**config.mk**
```make
export PLATFORM = sky130hd
export DESIGN_NAME = uart_cmd_rx
export DESIGN_NICKNAME = d
export VERILOG_FILES = /design/src/rtl/giraffe_uart_pkg.sv /design/src/rtl/uart_rx_byte.sv /design/src/rtl/uart_cmd_rx.sv
export SDC_FILE = /design/constraint.sdc
export NUM_CORES = 1
export LEC_CHECK = 0
export BUFFER_PORTS_ARGS = -buffer_cell sky130_fd_sc_hd__buf_2
export CAP_MARGIN = 20
export CORE_ASPECT_RATIO = 0.6
export CORE_UTILIZATION = 45
export CTS_CLUSTER_DIAMETER = 150
export DETAILED_ROUTE_END_ITERATION = 16
export GPL_ROUTABILITY_DRIVEN = 0
export HOLD_SLACK_MARGIN = 0.08
export PLACE_DENSITY_LB_ADDON = 0.3
export RECOVER_POWER = 25
export SYNTH_ARGS = -nofsm -noshare
export SYNTH_HDL_FRONTEND = slang
export SYNTH_SLANG_ARGS = --single-unit
```
**constraint.sdc**
```tcl
create_clock -name clk_50M -period 2.2 [get_ports clk_50M]
set_clock_uncertainty 0.05 [all_clocks]
set_input_delay 0.44 -clock clk_50M [delete_from_list [all_inputs] [get_ports clk_50M]]
set_output_delay 0.44 -clock clk_50M [all_outputs]
set_load 0.05 [all_outputs]
```
**src/rtl/giraffe_uart_pkg.sv**
```systemverilog
// Shared constants and state types for the Giraffe host command UART receiver.
package giraffe_uart_pkg;

    localparam logic [7:0] HDR_BYTE  = 8'hA5;
    localparam logic [7:0] OPC_NOWA  = 8'h01;
    localparam logic [7:0] OPC_CALIB = 8'h02;
    localparam logic [7:0] OPC_START = 8'h03;

    typedef enum logic [1:0] {
        RX_IDLE,
        RX_START,
        RX_DATA,
        RX_STOP
    } rx_state_t;

    typedef enum logic [2:0] {
        P_HDR,
        P_OPC,
        P_HI,
        P_LO,
        P_SUM
    } prs_state_t;

    function automatic logic [7:0] frame_sum(input logic [7:0] opc,
                                             input logic [7:0] hi,
                                             input logic [7:0] lo);
        return opc ^ hi ^ lo;
    endfunction

endpackage

```
**src/rtl/uart_rx_byte.sv**
```systemverilog
// 8N1-style UART byte deserialiser: 2-flop synchroniser, mid-bit sampling, stop-bit check.
module uart_rx_byte
    import giraffe_uart_pkg::*;
#(
    parameter int CLKS_PER_BIT  = 195,
    parameter int UART_NUM_DATA = 8,
    parameter int UART_NUM_STOP = 1
) (
    input  logic       clk,
    input  logic       rst,
    input  logic       rxd,
    output logic [7:0] byte_data,
    output logic       byte_valid,
    output logic       frame_err
);

    localparam int HALF  = CLKS_PER_BIT / 2;
    localparam int CNT_W = $clog2(CLKS_PER_BIT + 1);

    logic [1:0]       sync;
    logic             rx_s;
    rx_state_t        state, state_n;
    logic [CNT_W-1:0] cnt, cnt_n;
    logic [3:0]       bit_idx, bit_n;
    logic [7:0]       shreg, sh_n;
    logic             armed, armed_n;
    logic             valid_n, ferr_n;

    assign rx_s      = sync[1];
    assign byte_data = shreg >> (8 - UART_NUM_DATA);

    always_ff @(posedge clk or posedge rst) begin
        if (rst) begin
            sync       <= 2'b11;
            state      <= RX_IDLE;
            cnt        <= '0;
            bit_idx    <= '0;
            shreg      <= '0;
            armed      <= 1'b0;
            byte_valid <= 1'b0;
            frame_err  <= 1'b0;
        end else begin
            sync       <= {sync[0], rxd};
            state      <= state_n;
            cnt        <= cnt_n;
            bit_idx    <= bit_n;
            shreg      <= sh_n;
            armed      <= armed_n;
            byte_valid <= valid_n;
            frame_err  <= ferr_n;
        end
    end

    always_comb begin
        state_n = state;
        cnt_n   = cnt;
        bit_n   = bit_idx;
        sh_n    = shreg;
        armed_n = armed;
        valid_n = 1'b0;
        ferr_n  = 1'b0;
        case (state)
            RX_IDLE: begin
                cnt_n = '0;
                bit_n = '0;
                // armed only after a high level, so a held-low line never starts a byte
                if (rx_s)       armed_n = 1'b1;
                else if (armed) state_n = RX_START;
            end
            RX_START: begin
                if (cnt == CNT_W'(HALF - 1)) begin
                    cnt_n   = '0;
                    state_n = rx_s ? RX_IDLE : RX_DATA;
                end else begin
                    cnt_n = cnt + 1'b1;
                end
            end
            RX_DATA: begin
                if (cnt == CNT_W'(CLKS_PER_BIT - 1)) begin
                    cnt_n = '0;
                    sh_n  = {rx_s, shreg[7:1]};
                    if (bit_idx == 4'(UART_NUM_DATA - 1)) begin
                        bit_n   = '0;
                        state_n = RX_STOP;
                    end else begin
                        bit_n = bit_idx + 1'b1;
                    end
                end else begin
                    cnt_n = cnt + 1'b1;
                end
            end
            RX_STOP: begin
                if (cnt == CNT_W'(CLKS_PER_BIT - 1)) begin
                    cnt_n = '0;
                    if (!rx_s) begin
                        ferr_n  = 1'b1;
                        armed_n = 1'b0;
                        state_n = RX_IDLE;
                    end else if (bit_idx == 4'(UART_NUM_STOP - 1)) begin
                        valid_n = 1'b1;
                        state_n = RX_IDLE;
                    end else begin
                        bit_n = bit_idx + 1'b1;
                    end
                end else begin
                    cnt_n = cnt + 1'b1;
                end
            end
            default: state_n = RX_IDLE;
        endcase
    end

endmodule

```
**src/rtl/uart_cmd_rx.sv**
```systemverilog
// Host command receiver: parses 0xA5-framed commands into NOWA / calib / start controls.
// Define UART_CMD_CHECKSUM_EN for the 5-byte frame with XOR checksum; default is 4-byte frames.
module uart_cmd_rx
    import giraffe_uart_pkg::*;
#(
    parameter int BAUDRATE      = 256000,
    parameter int FREQ          = 50_000_000,
    parameter int UART_NUM_DATA = 8,
    parameter int UART_NUM_STOP = 1,
    parameter int TIMEOUT_CYC   = 1_000_000
) (
    input  logic       clk_50M,
    input  logic       rst,
    input  logic       rxfM,
    output logic [8:0] NOWA_cmd,
    output logic       calib_ena_cmd,
    output logic       start_pulse,
    output logic       cmd_ack,
    output logic       cmd_err,
    output logic       frame_err
);

    localparam int CLKS_PER_BIT = FREQ / BAUDRATE;
    localparam int TMO_W        = $clog2(TIMEOUT_CYC + 1);
`ifdef UART_CMD_CHECKSUM_EN
    localparam int HI_W = 8;
`else
    localparam int HI_W = 1;
`endif

    logic [7:0]       byte_data;
    logic             byte_valid, rx_ferr;
    prs_state_t       pstate, pstate_n;
    logic [7:0]       opc_q, opc_n;
    logic [HI_W-1:0]  hi_q, hi_n;
    logic [TMO_W-1:0] tmo, tmo_n;
    logic [8:0]       nowa_n;
    logic             calib_n, start_n, ack_n, err_n;
    logic             do_exec;
    logic [7:0]       ex_lo;
`ifdef UART_CMD_CHECKSUM_EN
    logic [7:0]       lo_q, lo_n;
`endif

    uart_rx_byte #(
        .CLKS_PER_BIT (CLKS_PER_BIT),
        .UART_NUM_DATA(UART_NUM_DATA),
        .UART_NUM_STOP(UART_NUM_STOP)
    ) u_rx (
        .clk       (clk_50M),
        .rst       (rst),
        .rxd       (rxfM),
        .byte_data (byte_data),
        .byte_valid(byte_valid),
        .frame_err (rx_ferr)
    );

    assign frame_err = rx_ferr;

    always_ff @(posedge clk_50M or posedge rst) begin
        if (rst) begin
            pstate        <= P_HDR;
            opc_q         <= '0;
            hi_q          <= '0;
            tmo           <= '0;
            NOWA_cmd      <= '0;
            calib_ena_cmd <= 1'b0;
            start_pulse   <= 1'b0;
            cmd_ack       <= 1'b0;
            cmd_err       <= 1'b0;
        end else begin
            pstate        <= pstate_n;
            opc_q         <= opc_n;
            hi_q          <= hi_n;
            tmo           <= tmo_n;
            NOWA_cmd      <= nowa_n;
            calib_ena_cmd <= calib_n;
            start_pulse   <= start_n;
            cmd_ack       <= ack_n;
            cmd_err       <= err_n;
        end
    end

`ifdef UART_CMD_CHECKSUM_EN
    always_ff @(posedge clk_50M or posedge rst) begin
        if (rst) lo_q <= '0;
        else     lo_q <= lo_n;
    end
`endif

    always_comb begin
        pstate_n = pstate;
        opc_n    = opc_q;
        hi_n     = hi_q;
        tmo_n    = tmo;
        nowa_n   = NOWA_cmd;
        calib_n  = calib_ena_cmd;
        start_n  = 1'b0;
        ack_n    = 1'b0;
        err_n    = 1'b0;
        do_exec  = 1'b0;
        ex_lo    = byte_data;
`ifdef UART_CMD_CHECKSUM_EN
        lo_n     = lo_q;
`endif
        if (rx_ferr) begin
            pstate_n = P_HDR;
            tmo_n    = '0;
        end else if (byte_valid) begin
            tmo_n = '0;
            case (pstate)
                P_HDR: if (byte_data == HDR_BYTE) pstate_n = P_OPC;
                P_OPC: begin
                    opc_n    = byte_data;
                    pstate_n = P_HI;
                end
                P_HI: begin
                    hi_n     = byte_data[HI_W-1:0];
                    pstate_n = P_LO;
                end
                P_LO: begin
`ifdef UART_CMD_CHECKSUM_EN
                    lo_n     = byte_data;
                    pstate_n = P_SUM;
`else
                    do_exec  = 1'b1;
                    pstate_n = P_HDR;
`endif
                end
`ifdef UART_CMD_CHECKSUM_EN
                P_SUM: begin
                    ex_lo    = lo_q;
                    if (byte_data == frame_sum(opc_q, hi_q, lo_q)) do_exec = 1'b1;
                    else                                           err_n   = 1'b1;
                    pstate_n = P_HDR;
                end
`endif
                default: pstate_n = P_HDR;
            endcase
        end else if (pstate != P_HDR) begin
            // stale partial frame is dropped without any strobe
            if (tmo == TMO_W'(TIMEOUT_CYC - 1)) begin
                pstate_n = P_HDR;
                tmo_n    = '0;
            end else begin
                tmo_n = tmo + 1'b1;
            end
        end

        if (do_exec) begin
            case (opc_q)
                OPC_NOWA: begin
                    nowa_n = {hi_q[0], ex_lo};
                    ack_n  = 1'b1;
                end
                OPC_CALIB: begin
                    calib_n = ex_lo[0];
                    ack_n   = 1'b1;
                end
                OPC_START: begin
                    start_n = 1'b1;
                    ack_n   = 1'b1;
                end
                default: err_n = 1'b1;
            endcase
        end
    end

endmodule

```
==> reports/metrics.cfg <==
[cells_and_area]
num-nets-final = 355
regArea_um2 = 1780
synthToLayoutAreaGrowth_pct = 18.43
fillers = 643
finalNonFillerCells = 450
drive_gt1_share_pct = 26.30
multi_input_area_um2 = 1559
antenna_cells = 0

[grt]
grt_max_degree = 29
grt_pass1_vias = 2359
grt_usage_pct = 19.25
grt_pass1_wl_um = 11560
overflow = 0
antenna_found_initial = 0

[critical_path]
critPathLaunch = opc_q[2]
worstRegToRegCells = 4
cp.required_ps = 2360
critical_path_class = flip-flop to flip-flop
arrival_ps = 2250
startpoint_type = flip-flop
worstReg2RegStart = opc_q[2]
crit_path_max_fanout = 9
end_kind = flip-flop

[logic_synthesis]
netlist_top_cells_area = dfrtp_1 (51%), mux2_2 (9.3%), ha_1 (3.7%), a21oi_1 (2.3%), nor2_1 (2.3%)
synth_area_per_cell_um2 = 11.07
synth_most_common_cell = dfrtp_1
yosysSeqAreaShare_pct = 52.20
synthCells = 308
ys_types = 53
synth_warnings = 0
synthArstFlopShare_pct = 100.0
synth_area_um2 = 3408
synthTopCellsByCount = dfrtp_1 (69), mux2_2 (28), nor2_1 (21)
yosys_most_used_dff = dfrtp_1
synth_nets = 321
yosysTopAreaCell = dfrtp_1
synth_seq_cells = 71
yosys.area.top_type_share_pct = 50.66
synth-edff-count = 0

[clocking]
clockBufferDepth = 2
holdBufCountCts = 0
cts_sinks = 71
cts_tree = built
h-tree-depth = 3
clkSlewWorstSetupHoldPaths_ps = 50
clk_latency_ps = 330
root_buffer = clkbuf_16
cts_buffers = 9

[pwr]
p_leak_uw = 0.001934
pwr_density_cell_nw_per_um2 = 775.7
ir_worst_vdd_uv = 463.8

[outcome]
outcome = complete, no violations

[die]
num_rows = 24
die_w_um = 114.4
fp.dieH_um = 69.41
dieArea_um2 = 7937
core_um2 = 7297
start_util_pct = 46.71
ioPinCount = 17

[drt]
vias_per_cell = 5.451
vias = 2453
routed_wl_um = 6838
wl_per_cell_um = 15.20
drc = 0
detail-route-antenna-nets = 0
dr.pass1.iters = 4
drt_iter0_drc = 207

[sta]
rsz0062_at_grt = false
fin_setup_tns_ps = 0
fin_crit_sh_pct = 94.64
tightest_slew_ps = 1205
fmax_mhz = 480.3
drv_slew = 0
relSlewSlack_pct = 19.22
layout_min_cycle_time_ps = 2082
setup_violations = 0
final-hold-violation-count = 0

[min_path]
min_from = rxfM
holdPathStages = 1
hold_class = input port to flip-flop

[placement]
numPortBuffers = 16
dp.cells = 433
hpwl_um = 4826

[run]
maxCapViolCount = 0

## logic make-up (layout without fill, tap and decap cells)
logic type,after synthesis,count (layout),share of synthesized area (%)
XOR/XNOR,13,13,3.341
AND/OR/NAND/NOR,114,114,19.90
flip-flops,71,71,52.20
buffers and inverters,23,61,2.680
AO/OA/AOI/OAI,49,49,8.958
adder cells (fa/ha/maj),10,10,3.671
multiplexers,28,28,9.251
## cell usage in the layout (no fill, tap or decap), types with 3 or more instances in the layout
master and count:
or3_1 4, mux2_2 28, ha_1 8, a21oi_1 16, nor3_1 3, nand3b_1 3
nand3_1 12, nor2b_1 8, nand4_1 6, or3_2 3, xor2_1 4, nor2_1 21
and3_1 3, o21ai_0 14, nor4_1 5, and4_1 4, nand2_1 18, buf_4 13
xnor2_1 9, inv_1 14, buf_2 16, a21o_1 4, clkbuf_16 9, dfrtp_1 68
or4_1 3
## report_power, final
group	internal, uW	total, uW	switching, uW
logic	105	268	163
registers	1350	1420	70.4
clock network	930	1440	511
total	2390	3130	744
## worst max-delay path, cell delays in order, from the launching register on
cell	delay, ps
dfrtp_1	370
or4_1	580
nor4_2	400
nand3b_4	230
mux2_2	330
## cell type report
| type | instances | share of cell area (%) |
|---|---|---|
| flip-flops and latches | 71 | 44.11 |
| multi-input cells | 214 | 38.62 |
| clock buffers | 12 | 6.355 |
| repair buffers | 31 | 5.208 |
| well taps | 104 | 3.224 |
| inverters | 15 | 1.426 |
| clock inverters | 3 | 1.054 |
## sequential cells by signal, summed over array words and instances, names as in the netlist, named ones only
signal,cells
calib_ena_cmd,1
start_pulse,1
u_rx.frame_err,1
u_rx.cnt,8
opc_q,8
pstate,2
u_rx.sync,2
u_rx.state,1
hi_q,1
cmd_ack,1
u_rx.byte_valid,1
u_rx.bit_idx,4
NOWA_cmd,9
tmo,20
u_rx.byte_data,8
cmd_err,1
u_rx.armed,1
## through the flow
step / utilization [%] / area [um2] / hold slack, ps / setup slack, ps / total power (uW)
after floorplan: - / 3416 / 295.2 / 29.59 / 1640
after detailed placement: 50.89 / 3714 / 299.1 / 59.85 / 1715
after CTS: 54.99 / 4013 / 143.2 / 48.44 / 3176
after global routing: 55.32 / 4036 / 143.7 / 12.47 / 3266
after global placement: 50.89 / 3714 / 295.7 / 111.0 / 1715
final: 55.32 / 4036 / 154.7 / 117.9 / 3131
## final timing paths
kind | end | slack [ps]
worst max-delay path | NOWA_cmd[0] | 120
worst min-delay path | u_rx.sync[0] | 150
worst max register to register | NOWA_cmd[0] | 120
worst min register to register | u_rx.sync[1] | 300
max in group asynchronous | tmo[0] | 430
min in group asynchronous | async pin | 300
## metal layers
layer	vias to the layer above	share of wire (%)	wire [um]	GRT usage [%]
met1	1202	53	3624	28.98
met4	0	1.6	108	7.359
met2	59	40	2767	25.45
li1	1180	-	-	-
met5	-	0	0	0
met3	12	4.9	338	6.031
## repair_timing
| action | in CTS | in global routing |
|---|---|---|
| setup endpoints to repair | 0 | 17 |
| buffers inserted | 0 | 2 |
| resized for setup | 0 | 4 |
(Power assumes the default switching activity.)
